===== config.mk =====
export PLATFORM = sky130hd
export DESIGN_NAME = dice_display_mux_flat
export DESIGN_NICKNAME = d
export VERILOG_FILES = /design/src/rtl/dice_display_mux_if.sv /design/src/rtl/dice_display_mux.sv /design/src/flat_wrapper.sv
export SDC_FILE = /design/constraint.sdc
export NUM_CORES = 1
export LEC_CHECK = 0
export ABC_AREA = 1
export CAP_MARGIN = 30
export CELL_PAD_IN_SITES_DETAIL_PLACEMENT = 0
export CELL_PAD_IN_SITES_GLOBAL_PLACEMENT = 2
export CORE_ASPECT_RATIO = 1.4
export CORE_MARGIN = 2
export CORE_UTILIZATION = 32
export CTS_CLUSTER_DIAMETER = 120
export DETAILED_ROUTE_END_ITERATION = 16
export PLACE_DENSITY_LB_ADDON = 0.1
export REMOVE_ABC_BUFFERS = 1
export SLEW_MARGIN = 20
export SYNTH_ARGS = -nofsm -noshare
export SYNTH_HDL_FRONTEND = slang
export SYNTH_SLANG_ARGS = --single-unit

===== constraint.sdc =====
create_clock -name clk -period 1.9 [get_ports clk]
set_clock_uncertainty 0.1 [all_clocks]
set_input_delay 0.19 -clock clk [delete_from_list [all_inputs] [get_ports clk]]
set_output_delay 0.19 -clock clk [all_outputs]
set_load 0.05 [all_outputs]

===== src/rtl/dice_display_mux_if.sv =====
// dice_display_mux_if: load handshake, scan controls and display outputs of dice_display_mux
interface dice_display_mux_if #(
   parameter int N_DIGITS = 2
);
   logic                  load;
   logic [4*N_DIGITS-1:0] values;
   logic [N_DIGITS-1:0]   digit_en;
   logic [N_DIGITS-1:0]   blink;
   logic                  ready;
   logic [6:0]            seg;
   logic [N_DIGITS-1:0]   an;
   logic                  frame_tick;
   modport master (output load, values, digit_en, blink, input ready, seg, an, frame_tick);
   modport slave (input load, values, digit_en, blink, output ready, seg, an, frame_tick);
endinterface


===== src/rtl/dice_display_mux.sv =====
// dice_display_mux: multiplexed 7-segment scan driver with frame-synchronous value loading
// Defining DICE_DISP_BLINK_EN adds per-digit blinking driven by a frame counter.
module dice_display_mux #(
   parameter int N_DIGITS     = 2,
   parameter int REFRESH_DIV  = 50000,
   parameter int BLINK_FRAMES = 64
) (
   input logic               clk,
   input logic               reset,
   dice_display_mux_if.slave bus
);
   localparam int CW = $clog2(REFRESH_DIV);
   localparam int IW = N_DIGITS > 1 ? $clog2(N_DIGITS) : 1;
   logic [CW-1:0]         cnt_q, cnt_d;
   logic [IW-1:0]         idx_q, idx_d;
   logic [4*N_DIGITS-1:0] shadow_q, shadow_d, pend_q, pend_d;
   logic                  pflag_q, pflag_d, ready_q, tick_q;
   logic [6:0]            seg_q, seg_d;
   logic [N_DIGITS-1:0]   an_q, an_d;
   logic                  step, wrap, accept, blank;
   logic [3:0]            code;

   function automatic logic [6:0] dec(input logic [3:0] c);
      case (c)
         4'd0:    dec = 7'b1000000;
         4'd1:    dec = 7'b1111001;
         4'd2:    dec = 7'b0100100;
         4'd3:    dec = 7'b0110000;
         4'd4:    dec = 7'b0011001;
         4'd5:    dec = 7'b0010010;
         4'd6:    dec = 7'b0000010;
         4'd7:    dec = 7'b1111000;
         4'd8:    dec = 7'b0000000;
         4'd9:    dec = 7'b0010000;
         default: dec = 7'b1111111;
      endcase
   endfunction

`ifdef DICE_DISP_BLINK_EN
   localparam int FW = $clog2(BLINK_FRAMES + 1);
   logic [FW-1:0] fcnt_q;
   logic          phase_q;
   always_ff @(posedge clk) begin
      if (reset) begin
         fcnt_q  <= '0;
         phase_q <= 1'b0;
      end else if (wrap) begin
         fcnt_q  <= fcnt_q == FW'(BLINK_FRAMES - 1) ? '0 : fcnt_q + 1'b1;
         phase_q <= fcnt_q == FW'(BLINK_FRAMES - 1) ? ~phase_q : phase_q;
      end
   end
   assign blank = phase_q & bus.blink[idx_q];
`else
   assign blank = 1'b0;
`endif

   // A load taken on a wrap edge sees pflag_q low, so it waits for the next wrap.
   always_comb begin
      step     = cnt_q == CW'(REFRESH_DIV - 1);
      wrap     = step && idx_q == IW'(N_DIGITS - 1);
      accept   = bus.load && ready_q;
      cnt_d    = step ? '0 : cnt_q + 1'b1;
      idx_d    = wrap ? '0 : step ? idx_q + 1'b1 : idx_q;
      shadow_d = wrap && pflag_q ? pend_q : shadow_q;
      pend_d   = accept ? bus.values : pend_q;
      pflag_d  = accept | (pflag_q & ~wrap);
      code     = shadow_q[idx_q*4 +: 4];
      seg_d    = blank ? 7'h7F : dec(code);
      an_d     = bus.digit_en[idx_q] ? ~(N_DIGITS'(1) << idx_q) : '1;
   end

   always_ff @(posedge clk) begin
      if (reset) begin
         cnt_q    <= '0;
         idx_q    <= '0;
         shadow_q <= '1;
         pend_q   <= '1;
         pflag_q  <= 1'b0;
         ready_q  <= 1'b0;
         tick_q   <= 1'b0;
         seg_q    <= 7'h7F;
         an_q     <= '1;
      end else begin
         cnt_q    <= cnt_d;
         idx_q    <= idx_d;
         shadow_q <= shadow_d;
         pend_q   <= pend_d;
         pflag_q  <= pflag_d;
         ready_q  <= ~pflag_d;
         tick_q   <= wrap;
         seg_q    <= seg_d;
         an_q     <= an_d;
      end
   end

   assign bus.ready      = ready_q;
   assign bus.seg        = seg_q;
   assign bus.an         = an_q;
   assign bus.frame_tick = tick_q;
endmodule


===== src/flat_wrapper.sv =====
// flat-port wrapper written by rule: the top's interface ports become plain ports
module dice_display_mux_flat 
#(
   parameter int N_DIGITS     = 2,
   parameter int REFRESH_DIV  = 50000,
   parameter int BLINK_FRAMES = 64
)
  (clk, reset, bus_load, bus_values, bus_digit_en, bus_blink, bus_ready, bus_seg, bus_an, bus_frame_tick);
  dice_display_mux_if #(.N_DIGITS(N_DIGITS)) bus_i ();
  input logic clk;
  input logic reset;
  input wire logic [$bits(bus_i.load)-1:0] bus_load;
  input wire logic [$bits(bus_i.values)-1:0] bus_values;
  input wire logic [$bits(bus_i.digit_en)-1:0] bus_digit_en;
  input wire logic [$bits(bus_i.blink)-1:0] bus_blink;
  output wire logic [$bits(bus_i.ready)-1:0] bus_ready;
  output wire logic [$bits(bus_i.seg)-1:0] bus_seg;
  output wire logic [$bits(bus_i.an)-1:0] bus_an;
  output wire logic [$bits(bus_i.frame_tick)-1:0] bus_frame_tick;
  assign bus_i.load = bus_load;
  assign bus_i.values = bus_values;
  assign bus_i.digit_en = bus_digit_en;
  assign bus_i.blink = bus_blink;
  assign bus_ready = bus_i.ready;
  assign bus_seg = bus_i.seg;
  assign bus_an = bus_i.an;
  assign bus_frame_tick = bus_i.frame_tick;
  dice_display_mux #(.N_DIGITS(N_DIGITS), .REFRESH_DIV(REFRESH_DIV), .BLINK_FRAMES(BLINK_FRAMES)) u_core (.clk(clk), .reset(reset), .bus(bus_i));
endmodule

* Word level (Yosys, flattened, before mapping)
Memories as Yosys holds them, arrays and structs flattened. A register that Yosys moved wholly into a read port is not among the register bits. Cells that the tools add are included.
Storage, ports and cells: bits in writable memories 0, latch bits 0, logic and storage cells 29, memories kept 1, bits of input ports 15, register bits after elaboration 38, bits in read-only memories 112
Cells by class: shift operators 2, equal/unequal tests 1, add/subtract/negate cells 2, reduce and logical (&&, ||, !) cells 6, multipliers 0, $lt $le $gt $ge 1, mux-type cells 2, bitwise operators 6, div/mod/pow operators 0
Memory list:
- (no name shown) | depth 16, bits a word 7, read ports 1, clocked after Yosys merged registers in 1, wr ports 0, line dice_display_mux.sv:24 | case (c)
Operators with widths (count):
- $add A16 B1 Y16 const B | 1
- $eq A16 B16 Y1 const B | 1
- $shiftx A8 B4 Y4 | 1
- $reduce_or A2 Y1 | 3
- $logic_and A1 B1 Y1 | 3
- $not A1 Y1 | 3
- $lt A1 B2 Y1 const B | 1
- $mux W1 | 2
- $not A2 Y2 | 1
- $shl A1 B1 Y2 const A | 1
- $add A1 B1 Y1 const B | 1
- $and A1 B1 Y1 | 1
- $or A1 B1 Y1 | 1

* Longest topological paths before layout
word-level depth 6, depth in mapped cells 10, mapped depth without buffers 9

* Worst setup path before layout
OpenSTA, ideal clock, no wires.
path type flip-flop to flip-flop, start register u_core.cnt_q[0], end register u_core.cnt_q[6], path buffers 1, period minus slack after synthesis 1.492 ns, slack 0.408 ns, arrival time 1.277 ns, cell stages (with the launch flop) 10, path through dfxtp_1 -> ha_1 -> nand2_2 -> nor2_8 -> inv_4 -> nor2_4 -> nand2_4 -> nand2_8 -> buf_12 -> nor2_2
On the way: longest elaborated chain between the ends 2, elaborated cells between the ends (all ways) 3, classes of those cells add/sub: 1; eq/ne: 1; reduce/logical: 1
RTL lines:
- from (decl) | line dice_display_mux.sv:14 | logic [CW-1:0] cnt_q, cnt_d;
- from (signal assigned) | line dice_display_mux.sv:84 | cnt_q <= cnt_d;
- branches (longest 2 deep; another with $add A16 B1 Y16)
Parallel ways; which one is timed is not known. A chain may end at the register's enable or synchronous reset.

* Worst setup path in the final report
start register u_core.ready_q (netlist: u_core.bus.ready), end output bus_ready
RTL lines:
- from (decl) | line dice_display_mux.sv:17 | logic pflag_q, pflag_d, ready_q, tick_q;
- from (signal assigned) | line dice_display_mux.sv:89 | ready_q <= ~pflag_d;
- to (decl) | line flat_wrapper.sv:16 | output wire logic [$bits(bus_i.ready)-1:0] bus_ready;
No word-level cell between the ends.

==> impl_results.md <==
* Worst-margin pin slew at ~500 ps
* Worst endpoint data arrival time at approximately 1400 ps
* Distinct cells, synth at 31
* Crit share post-route at 91.0%
* Row cnt at 35
* Power Internal at between 1 and 1.5 mW
* # DRC at 0
* Final setup violation count at 0
* Worst rel slew slack at roughly two thirds
* # diodes at 0
* Instance count on the critical path at 1
* First-pass GRT wire length at ~7.8 mm
* Sink Count at 45
* WL/cell at between 10 and 15 um
* I/O Buffers at 23
* Final ANT Viol Nets at 0
* Initial core utilization at about a third
* Sw power at between 0.4 and 0.5 mW
* CP peak stage delay at ~800 ps
* RR Startpoint: u_core.cnt_q[0]$_SDFF_PP0_
* Via/cell ratio at about 4.6
* CTS Buf Count at 5
* RR Endpoint: u_core.shadow_q[3]$_SDFFE_PP1P_
* CTS tree: done
* Grt ovf at 0
* Crit path from: u_core.bus.ready$_SDFF_PP0_
* Fillers at between 700 and 800
* DRT iter0 DRCs at 53
* Root Buffer: clkbuf_8
* Ratio of cells with drive above 1 in the final layout at roughly 16%
* DP HPWL at roughly 3.5 mm
* CP Capture Point: bus_ready
* Syn Std Cell Area at between 2000 and 2500 sq um
* Worst R2R Setup Slack at around 240 ps
* Critical path class: reg2out
* Layout area overhead at 19.1%
* Most common flop cell mapped by yosys: dfxtp_1
* CTS resizes at 0
* Clock Tree Buf Depth at 2
* Worst setup SP type: flip-flop
* Clock latency on the worst-skew pair at around 300 ps
* Crit-path slowest cell: clkdlybuf4s50_1
* Final min period at between 1500 and 2000 ps
* Ys Warns at 0
* Critical path fanouts, max at 2
* Async S/R FF share, synth at 0%
* Largest net degree at the start of global routing at 19
* Mean Syn Cell Area at approximately 7.7 sq um
* R2R depth at 8
* Seq pwr share at a little under three fifths
* Switching share of total power at 23.0%
* Worst Hold Launch: bus_digit_en[1]
* Required time worst endpoint at 1610 ps
* Max Slew Vio Count at 0
* Fmax achieved at between 500 and 600 MHz
* Top Family by Delay on Critical Path: buffers and inverters
* Chip height at 100 um
* Leak Pwr at 1.11 nW
* Initial antenna violation count at 0
* Crit path cell chain: clkdlybuf4s50_1
* Final Core Density at between 30% and 40%
* DRT Wirelength at ~4.6 mm
* Cell count after synthesis at around 270
* Critical path endpoint category: primary output
* Total track usage at between 10 and 15%
* Reg area at 901 sq um
* # nets final at ~320
* Maximum vdd ir drop at ~0.27 mV
* Seq/Total Area, Yosys at 42.6%
* Die X at 72.7 um
* Hold crit path type: in2reg
* EDFF count, synth at 0
* Fin. Hold Viols at 0
* Final RePlAce weighted congestion at 0.758
* Core Region at 6480 sq um
* Vias post-DR at about 1700
* PwrDens at 693 nW/um^2
* H-tree levels at 2
* Setup TNS at 0 ps
* Die area at 7280 sq um
* Multi-input gate area at roughly 1000 sq um
* Vias in the first global route at approximately 1700
* Clock share of power at between 30% and 40%
* # hold bufs at CTS at 0
* Max_cap viols at 0
* Post-CTS setup buffer count at 0
* Outcome: completed
* FF+latch count, synth at 45
* Unrepaired setup endpoints after global routing: false
* Worst Path Buf+Inv at 1
* I/O Pins at 26
* 1st-pass router iterations at 4
* Clock transition at path regs at about 80 ps
* Comb power frac at between 6 and 7%
-- flip-flops by register name (all words and copies together), names as in the netlist --
register and cells:
u_core.cnt_q 16, u_core.pend_q 8, u_core.shadow_q 8, u_core.bus.seg 7
u_core.bus.an 2, u_core.bus.frame_tick 1, u_core.bus.ready 1, u_core.idx_q 1
u_core.pflag_q 1
-- metal layers --
metal  global-route usage (%)  wire, um
met5                        0         0
met4                     4.70        72
met3                     3.31        89
met2                     26.1      2500
met1                     14.8      1920
-- power groups by stage --
stage          clock network, mW  registers, mW  logic [mW]
2_1_floorplan                  0           1.01      0.0473
3_3_place_gp                   0           1.01       0.109
3_5_place_dp                   0           1.01       0.109
4_1_cts                    0.689          0.984       0.109
5_1_grt                    0.726          0.987       0.119
6_report                   0.656          0.983       0.106
-- logic make-up (layout without fill, tap and decap cells) --
family	after synthesis	in the layout	share of synthesized area (%)
simple gates	164	164	39.4
compound gates	20	20	5.80
flops	45	45	42.6
buf+inv	37	65	7.81
xor+xnor	2	2	0.829
fa+ha+maj	6	6	3.55
-- worst min path at each step --
stage / endpoint / slack, ps / depth (start not counted)
detailed placement: u_core.shadow_q[1]$_SDFFE_PP1P_ / 350 / 2
global placement: u_core.shadow_q[7]$_SDFFE_PP1P_ / 340 / 2
finish: u_core.bus.an[1]$_SDFF_PP1_ / 300 / 2
CTS: u_core.bus.an[1]$_SDFF_PP1_ / 300 / 2
floorplan: u_core.pflag_q$_SDFF_PP0_ / 160 / 1
global route: u_core.bus.an[1]$_SDFF_PP1_ / 310 / 2
-- cell usage in the layout (no fill, tap or decap), drive strengths merged --
| cell | instances |
|---|---|
| buf | 4 |
| nand2 | 85 |
| xnor2 | 1 |
| dfxtp | 45 |
| a21oi | 14 |
| ha | 6 |
| clkinv | 1 |
| inv | 30 |
| and3 | 1 |
| nand3 | 32 |
| clkbuf | 7 |
| nand4 | 12 |
| or2 | 1 |
| o21ai | 6 |
| xor2 | 1 |
| clkdlybuf4s50 | 23 |
| nor2 | 24 |
| nor3b | 1 |
| nor3 | 8 |
-- cells in the mapped netlist, types with 2 or more instances --
master	n	area share, %
a21oi_1	8	1.9
a21oi_2	6	2.5
buf_2	3	0.71
clkbuf_1	2	0.36
dfxtp_1	45	43
ha_1	6	3.6
inv_1	22	3.9
inv_2	7	1.2
nand2_1	80	14
nand2_2	2	0.59
nand2_4	2	1.1
nand3_1	31	7.3
nand4_1	12	3.6
nor2_1	13	2.3
nor2_2	7	2.1
nor2_4	2	1.1
nor2_8	2	1.9
nor3_1	5	1.2
nor3_2	3	1.4
o21ai_0	4	0.95
o21ai_1	2	0.47
-- stage by stage --
| step | std cells | power, mW | cell area [sq um] | hold WS [ps] | worst slack (ps) |
|---|---|---|---|---|---|
| floorplan | 267 | 1.06 | 2060 | 159 | 309 |
| global placement | 368 | 1.11 | 2420 | 340 | 267 |
| detailed placement | 368 | 1.11 | 2420 | 347 | 228 |
| CTS | 376 | 1.78 | 2520 | 297 | 145 |
| global route | 376 | 1.83 | 2520 | 306 | 68.2 |
| finish | 376 | 1.75 | 2520 | 297 | 172 |
-- cell type report --
| type | count | share of cell area [%] |
|---|---|---|
| inverters | 30 | 4.57 |
| clock inverters | 1 | 0.199 |
| multi-input cells | 192 | 41.6 |
| well taps | 74 | 3.68 |
| flip-flops and latches | 45 | 35.8 |
| clock buffers | 7 | 3.83 |
| repair buffers | 27 | 10.3 |
Note: power is estimated with default switching activity, not from simulation.
